File: config.mk
export PLATFORM = sky130hd
export DESIGN_NAME = apb_slave_regfile
export DESIGN_NICKNAME = d
export VERILOG_FILES = /design/src/rtl/apb_slave_regfile.sv
export SDC_FILE = /design/constraint.sdc
export NUM_CORES = 1
export LEC_CHECK = 0
export CORE_MARGIN = 2
export CORE_UTILIZATION = 66
export DETAILED_ROUTE_END_ITERATION = 6
export PLACE_DENSITY = 0.83
export REMOVE_ABC_BUFFERS = 1
export SYNTH_ARGS = -nofsm -noshare
export SYNTH_HDL_FRONTEND = slang
export SYNTH_SLANG_ARGS = --single-unit
File: constraint.sdc
create_clock -name pclk -period 3.6 [get_ports pclk]
set_input_delay 0.54 -clock pclk [delete_from_list [all_inputs] [get_ports pclk]]
set_output_delay 0.54 -clock pclk [all_outputs]
set_load 0.03 [all_outputs]
File: src/rtl/apb_slave_regfile.sv
// APB slave register file: read-only ID at word 0, DEPTH-1 read/write words, WAIT_CYCLES wait states.
// Optional byte strobes (pstrb port) are enabled by defining APB_SLAVE_PSTRB_EN.
module apb_slave_regfile #(
   parameter int unsigned            DATA_WIDTH  = 32,
   parameter int unsigned            ADDR_WIDTH  = 12,
   parameter int unsigned            DEPTH       = 16,
   parameter int unsigned            WAIT_CYCLES = 2,
   parameter logic [DATA_WIDTH-1:0]  ID_VALUE    = 32'hA9B0_0001
) (
   input  logic                      pclk,
   input  logic                      rst,
   input  logic                      psel,
   input  logic                      penable,
   input  logic                      pwrite,
   input  logic [ADDR_WIDTH-1:0]     paddr,
   input  logic [DATA_WIDTH-1:0]     pwdata,
`ifdef APB_SLAVE_PSTRB_EN
   input  logic [DATA_WIDTH/8-1:0]   pstrb,
`endif
   output logic [DATA_WIDTH-1:0]     prdata,
   output logic                      pready,
   output logic                      pslverr
);

   localparam int unsigned IDXW      = $clog2(DEPTH);
   localparam int unsigned NB        = DATA_WIDTH / 8;
   localparam logic [3:0]  WAIT_INIT = 4'(WAIT_CYCLES);

   typedef enum logic [1:0] {
      S_IDLE,
      S_WAIT,
      S_RESP
   } state_t;

   state_t                  state_q, state_d;
   logic [3:0]              cnt_q, cnt_d;
   logic [ADDR_WIDTH-1:0]   addr_q, addr_d;
   logic                    write_q, write_d;
   logic [DATA_WIDTH-1:0]   wdata_q, wdata_d;
   logic                    pready_q, pready_d;
   logic                    pslverr_q, pslverr_d;
   logic [DATA_WIDTH-1:0]   prdata_q, prdata_d;
   logic [DATA_WIDTH-1:0]   regs_q [DEPTH];
   logic [DATA_WIDTH-1:0]   regs_d [DEPTH];
   logic [NB-1:0]           wr_strb;

`ifdef APB_SLAVE_PSTRB_EN
   logic [NB-1:0]           strb_q, strb_d;
   assign wr_strb = strb_q;
`else
   assign wr_strb = '1;
`endif

   // Decode the live bus in IDLE (zero-wait RESP is entered straight from setup),
   // otherwise the latched request.
   logic [ADDR_WIDTH-1:0]   acc_addr;
   logic                    acc_write;
   logic [IDXW-1:0]         acc_idx;
   logic                    acc_err;
   logic                    load_resp;

   always_comb begin
      if (state_q == S_IDLE) begin
         acc_addr  = paddr;
         acc_write = pwrite;
      end else begin
         acc_addr  = addr_q;
         acc_write = write_q;
      end
      acc_idx = acc_addr[IDXW+1:2];
      acc_err = (acc_addr[1:0] != 2'b00) || ((acc_addr >> (IDXW + 2)) != '0) ||
                (acc_write && (acc_idx == '0));
   end

   always_comb begin
      state_d   = state_q;
      cnt_d     = cnt_q;
      addr_d    = addr_q;
      write_d   = write_q;
      wdata_d   = wdata_q;
`ifdef APB_SLAVE_PSTRB_EN
      strb_d    = strb_q;
`endif
      regs_d    = regs_q;
      pready_d  = 1'b0;
      pslverr_d = 1'b0;
      prdata_d  = '0;
      load_resp = 1'b0;

      case (state_q)
         S_IDLE: begin
            if (psel && !penable) begin
               addr_d  = paddr;
               write_d = pwrite;
               wdata_d = pwdata;
`ifdef APB_SLAVE_PSTRB_EN
               strb_d  = pstrb;
`endif
               if (WAIT_CYCLES == 0) begin
                  state_d   = S_RESP;
                  load_resp = 1'b1;
               end else begin
                  cnt_d   = WAIT_INIT;
                  state_d = S_WAIT;
               end
            end
         end
         S_WAIT: begin
            if (!psel) begin
               state_d = S_IDLE;
               cnt_d   = '0;
            end else begin
               cnt_d = cnt_q - 4'd1;
               if (cnt_q == 4'd1) begin
                  state_d   = S_RESP;
                  load_resp = 1'b1;
               end
            end
         end
         S_RESP: begin
            state_d = S_IDLE;
            if (psel && acc_write && !acc_err) begin
               for (int unsigned b = 0; b < NB; b++) begin
                  if (wr_strb[b]) regs_d[acc_idx][8*b +: 8] = wdata_q[8*b +: 8];
               end
            end
         end
         default: state_d = S_IDLE;
      endcase

      // Response outputs are registered on entry to RESP so they hold for that one cycle.
      if (load_resp) begin
         pready_d  = 1'b1;
         pslverr_d = acc_err;
         if (!acc_write && !acc_err) prdata_d = (acc_idx == '0) ? ID_VALUE : regs_q[acc_idx];
      end
   end

   always_ff @(posedge pclk) begin
      if (rst) begin
         state_q   <= S_IDLE;
         cnt_q     <= '0;
         addr_q    <= '0;
         write_q   <= 1'b0;
         wdata_q   <= '0;
`ifdef APB_SLAVE_PSTRB_EN
         strb_q    <= '0;
`endif
         pready_q  <= 1'b0;
         pslverr_q <= 1'b0;
         prdata_q  <= '0;
         for (int unsigned i = 0; i < DEPTH; i++) regs_q[i] <= '0;
      end else begin
         state_q   <= state_d;
         cnt_q     <= cnt_d;
         addr_q    <= addr_d;
         write_q   <= write_d;
         wdata_q   <= wdata_d;
`ifdef APB_SLAVE_PSTRB_EN
         strb_q    <= strb_d;
`endif
         pready_q  <= pready_d;
         pslverr_q <= pslverr_d;
         prdata_q  <= prdata_d;
         regs_q    <= regs_d;
      end
   end

   assign pready  = pready_q;
   assign pslverr = pslverr_q;
   assign prdata  = prdata_q;

endmodule

==> results of run 1 <==
==> metrics by stage <==
step	setup TNS, ps	utilization [%]	power, mW	instance area [sq um]	hold slack (ps)
2_1_floorplan	-3162250	-	7.074	23060	421.2
3_3_place_gp	-657.9	69.49	7.398	25380	434.6
3_5_place_dp	-2.355	69.49	7.409	25380	440.0
4_1_cts	0	74.83	13.49	27330	264.0
5_1_grt	0	74.83	13.81	27330	289.3
6_report	0	74.83	13.47	27330	277.9
==> Yosys cell counts (3+ instances only) <==
library cell / instances / area, sq um
a21oi_1: 539 / 2698
a31oi_1: 12 / 75.07
a41oi_1: 26 / 227.7
buf_1: 5 / 18.77
buf_2: 88 / 440.4
buf_4: 13 / 97.59
buf_6: 15 / 168.9
clkbuf_1: 172 / 645.6
dfxtp_1: 589 / 11790
inv_1: 4 / 15.01
mux2i_1: 5 / 50.05
mux4_2: 115 / 2590
nand2_1: 1196 / 4489
nand2b_1: 5 / 31.28
nand3_1: 9 / 45.04
nor2_1: 10 / 37.54
nor2b_1: 27 / 168.9
nor3_1: 3 / 15.01
nor3_2: 4 / 40.04
nor4_1: 4 / 25.02
nor4_4: 10 / 212.7
o2111ai_1: 3 / 26.28
o21ai_0: 9 / 45.04
or3_1: 5 / 31.28
or4_1: 11 / 82.58
==> kinds of logic (layout without fill, tap and decap cells) <==
group / after synthesis / after routing
DFF: 589 / 589
AOI/OAI and AO/OA: 604 / 604
buffers and inverters: 298 / 280
adders and majority gates: 2 / 2
and+or+nand+nor: 1300 / 1300
muxes: 124 / 124
==> registers in the layout (all words and copies together), names as in the netlist <==
register,flops
regs_q,504
pslverr,1
cnt_q,4
write_q,1
pready,1
wdata_q,32
state_q,2
addr_q,12
prdata,32
==> metal layers <==
layer,vias up,track usage [%]
li1,9590,-
met1,10215,44.98
met2,1318,60.87
met3,307,7.118
met4,0,22.64
met5,-,0
==> worst max path at each step <==
stage                  endpoint  slack (ps)  cells after the start        from
finish              regs_q[274]         190                      8  state_q[1]
global route        regs_q[370]         130                      9  state_q[1]
global placement    regs_q[255]         -50                      9    paddr[3]
CTS                 regs_q[274]         270                      8  state_q[1]
detailed placement  regs_q[274]          -2                      7    paddr[5]
floorplan           regs_q[128]      -12240                      5  state_q[1]
==> layout make-up <==
class | count | area, sq um
Tap cell | 468 | 585.6
Timing Repair Buffer | 174 | 1642
Multi-Input combinational cell | 2030 | 11350
Clock inverter | 19 | 251.5
Sequential cell | 589 | 11790
Fill cell | 2510 | 9194
Inverter | 4 | 15.01
Clock buffer | 83 | 1697
==> power breakdown <==
group	internal (mW)	leakage (nW)	switching, mW	total [mW]
Clock	3.68	0.966	2.51	6.19
Sequential	6.54	4.75	0.100	6.64
Combinational	0.230	3.05	0.409	0.638
Total	10.5	8.76	3.02	13.5
==> placed cells by master (no fill, tap or decap), drive strengths merged, types with 3 or more instances in the layout <==
master,instances
a21oi,539
a31oi,13
a41oi,26
buf,93
bufinv,6
clkbuf,83
clkdlybuf4s50,81
clkinv,11
dfxtp,589
inv,5
mux2,3
mux2i,6
mux4,115
nand2,1197
nand2b,5
nand3,9
nor2,11
nor2b,27
nor3,7
nor4,15
o2111ai,3
o21a,3
o21ai,11
or3,5
or4,11
==> flow_metrics.tcl, run 1 <==
set metrics [dict create \
    status "finished, final reports clean" \
    synth_top_family_by_area "simple AND/OR/NAND/NOR gates" \
    synth_warnings 0 \
    path_cells "nor2_4, mux2_1, a32o_2, buf_12, nor4_4, buf_4, nand2_1, a21oi_1" \
    track_usage_pct 36.90 \
    min_from "rst" \
    rows 70 \
    top_layer "met4" \
    synthAdderAreaFrac_pct 0.1024 \
    power.density_nw_per_um2 493.0 \
    die_h_um 196.5 \
    max-cap-violations 0 \
    grt_start_max_net_pins 212 \
    finalHoldViolCount 0 \
    wl_met2_um 33580 \
    cp.arrival_ps 3930 \
    vias 21430 \
    die_x_um 196.5 \
    drive_gt1_share_pct 11.35 \
    synth_ff_type "dfxtp_1" \
    routed_wl_um 71180 \
    grt_overflow 0 \
    detail-route-antenna-nets 0 \
    vias_per_cell 6.365 \
    fmax_mhz 293.3 \
    r2r_start "state_q[1]" \
    critPathMaxStageDelay_ps 970 \
    synth_edf_count 0 \
    setup_violations 0 \
    ios 83 \
    synth_area_per_cell_sq_um 8.381 \
    relSlewSlack_pct 19.58 \
    maxSlewViolCount 0 \
    preCtsSetupSlack_ps -2.355 \
    clk_pin_slew_ps 60 \
    holdPathStages 2 \
    worst_slew_pin_slew_ps 1197 \
    rsz0062_at_grt "false" \
    crit_family "simple AND/OR/NAND/NOR gates" \
    start_util_pct 66.93 \
    cts_root_buf "clkbuf_16" \
    syn_area_sq_um 24450 \
    cts_buffer_depth 3 \
    dp_hpwl_um 41440 \
    dieArea_sq_um 38590 \
    post_cts_resized 0 \
    path_class "reg -> reg" \
    fp.coreArea_sq_um 36520 \
    p_leak_nw 8.758 \
    areaGrowthSynthToFinish_pct 11.79 \
    final_nets 2907 \
    drc_errors 0 \
    dr_wl_met3_um 7000 \
    muxShareOfSynthArea_pct 11.03 \
    antenna_cells 0 \
    regToRegEndpoint "regs_q[274]" \
    synth_compound_gate_area_share_pct 13.14 \
    cp-start-kind "register" \
    fin_crit_sh_pct 94.71 \
    grt_pass1_wl_um 112000 \
    clock_skew_ps 19.94 \
    portBuffers 82 \
    ys_seq_elements 589 \
    end_kind "register" \
    cp_num_buf_inv 2 \
    yosys.area_share.simple_pct 21.76 \
    syn-instance-count 2917 \
    fin_ws_ps 190.5 \
    synth_cell_types 55 \
    gp_congestion 0.8593 \
    first_iter_violations 2579 \
    ir_worst_vdd_mv 0.5294 \
    dpl.cell_count 3265 \
    min_period_ps 3409 \
    r2r_cells 8 \
    cts.sinks 589 \
    hold_path_end "wdata_q[16]" \
    async_flop_share_pct 0 \
    clock_latency_ps 610 \
    grt_pass1_vias 21308 \
    cp_slowest_cell "nor4_4" \
    grt_antenna_before_repair 0 \
    cts_tree "done" \
    met1Wirelength_um 26030 \
    hp-class "in -> reg" \
    cts_setup_buffers 0 \
    synth_seq_area_share_pct 48.23 \
    r2r_slack_ps 190 \
    hold_buffers 0 \
    synth_xor_area_share_pct 0 \
    worstPathRequired_ps 4120 \
    drt-pass1-iter-count 6 \
    worstPathMaxFanout 19 \
    fin_cells 3367 \
    wl_per_cell_um 21.14 \
    htree_levels 2 \
    cts_buffers 57 \
]
(Power assumes the default switching activity.)
==> inputs of run 2 (changes only) <==
- SLEW_MARGIN: not set -> 40
==> run 2 against run 1 <==
Compared with the run above: total power shrank 2.1%; routed wire length grew 1.7%; first-iteration DRC count increased by 1.9%; sequential power barely moved.
==> flow_metrics.tcl, run 2 (synthesis gave the netlist of run 1 again) <==
set metrics [dict create \
    status "finished, final reports clean" \
    start_util_pct 66.93 \
    fin_crit_sh_pct 92.48 \
    hp-class "in -> reg" \
    first_iter_violations 2629 \
    multi_input_area_sq_um 11350 \
    cts_tree "done" \
    final_nets 2920 \
    clock_latency_ps 610 \
    max-cap-violations 0 \
    track_usage_pct 37.29 \
    rows 70 \
    worst_slew_pin_slew_ps 850.2 \
    drive_gt1_share_pct 11.55 \
    hold_path_end "wdata_q[16]" \
    drt-pass1-iter-count 7 \
    grt_pass1_vias 21627 \
    ir_worst_vdd_mv 0.4114 \
    met3_usage_pct 5.732 \
    relSlewSlack_pct 42.89 \
    ios 83 \
    routed_wl_um 72430 \
    gp_congestion 0.8593 \
    fin_ws_ps 270.9 \
    seqCellArea_sq_um 11790 \
    dieArea_sq_um 38590 \
    fillers 2483 \
    grt_pass1_wl_um 113200 \
    rsz0062_at_grt "false" \
    post_cts_resized 0 \
    antenna_cells 0 \
    cts.sinks 589 \
    mostFrequentLayoutCells "nand2_1, dfxtp_1, a21oi_1" \
    htree_levels 2 \
    setup_violations 0 \
    cts_root_buf "clkbuf_16" \
    preCtsSetupSlack_ps 89.74 \
    p_leak_nw 8.791 \
    grt_antenna_before_repair 0 \
    cts_buffer_depth 3 \
    dp_hpwl_um 42060 \
    end_kind "register" \
    vias 21681 \
    final_common_cell "nand2_1" \
    areaGrowthSynthToFinish_pct 11.97 \
    busiest_layer "met2" \
    grt_use_met1_pct 45.11 \
    vias_per_cell 6.418 \
    cts_buffers 56 \
    worstPathMaxFanout 20 \
    cp-start-kind "register" \
    wl_per_cell_um 21.44 \
    top_register "regs_q" \
    grt_overflow 0 \
    min_period_ps 3329 \
    maxSlewViolCount 0 \
    r2r_cells 9 \
    cp.arrival_ps 3850 \
    worstPathRequired_ps 4120 \
    drc_errors 0 \
    detail-route-antenna-nets 0 \
    portBuffers 82 \
    hold_buffers 0 \
    r2r_slack_ps 270 \
    largest_reg_flops 504 \
    grtUsageMet2_pct 62.10 \
    path_class "reg -> reg" \
    die_x_um 196.5 \
    power.density_nw_per_um2 482.0 \
    dpl.cell_count 3273 \
    clock_skew_ps 11.13 \
    fp.coreArea_sq_um 36520 \
    fmax_mhz 300.4 \
    holdPathStages 2 \
    placed_cell_area_sq_um 25460 \
    r2r_start "state_q[1]" \
    grt_start_max_net_pins 212 \
    regToRegEndpoint "regs_q[76]" \
    clk_pin_slew_ps 60 \
    die_h_um 196.5 \
    finalHoldViolCount 0 \
    fin_cells 3378 \
    min_from "rst" \
    fin_area_sq_um 27370 \
    cts_setup_buffers 0 \
]
[run 2: changes by cell type in the layout (fill, tap and decap cells not counted), moves of 2 or more]
cell       before  now
buf_16          0    2
bufinv_16       6    4
clkbuf_1       11   15
buf_6           0    5
clkbuf_8       13   10
clkbuf_16      59   57
buf_4          82   87
buf_8           1    3
[run 2: how the worst max path moves through the flow]
stage / start / to / slack (ps)
floorplan: state_q[1] / regs_q[128] / -12240
global placement: paddr[3] / regs_q[255] / -50
detailed placement: paddr[0] / regs_q[442] / 90
CTS: state_q[1] / regs_q[427] / 360
global route: state_q[1] / regs_q[118] / 190
finish: state_q[1] / regs_q[76] / 270
[run 2: power by group]
group / total, mW / switching (mW) / internal (mW)
registers: 6.64 / 0.101 / 6.54
clock network: 5.90 / 2.51 / 3.39
logic: 0.651 / 0.413 / 0.238
[run 2: routing by layer]
metal  part of all wire, %  vias to the layer above
met5                     0                        -
met4                   6.6                        0
met3                   9.5                      353
met2                    48                     1352
met1                    36                    10361
li1                      -                     9615
[run 2: area by class of cell]
| class | instances | area share [%] |
|---|---|---|
| repair buffers | 188 | 6.651 |
| well taps | 468 | 2.139 |
| flip-flops and latches | 589 | 43.08 |
| multi-input cells | 2030 | 41.45 |
| inverters | 4 | 0.05485 |
| clock inverters | 17 | 0.7039 |
| clock buffers | 82 | 5.919 |
[run 2: critical path: stages (launching register included)]
cell and delay, ps:
dfxtp_1 420, nor2_4 370, mux2_1 360, a32o_2 290
buf_12 160, buf_4 140, nor4_4 710, buf_4 460
nand2_1 110, a21oi_1 200
[run 2: through the flow]
step	util [%]	power [mW]	TNS, ps	hold WS, ps
6_report	74.95	13.19	0	286.6
4_1_cts	74.68	13.18	0	277.8
5_1_grt	74.95	13.49	0	306.0
3_3_place_gp	69.49	7.398	-657.9	434.6
3_5_place_dp	69.72	7.409	0	441.7
2_1_floorplan	-	7.074	-3162250	421.2
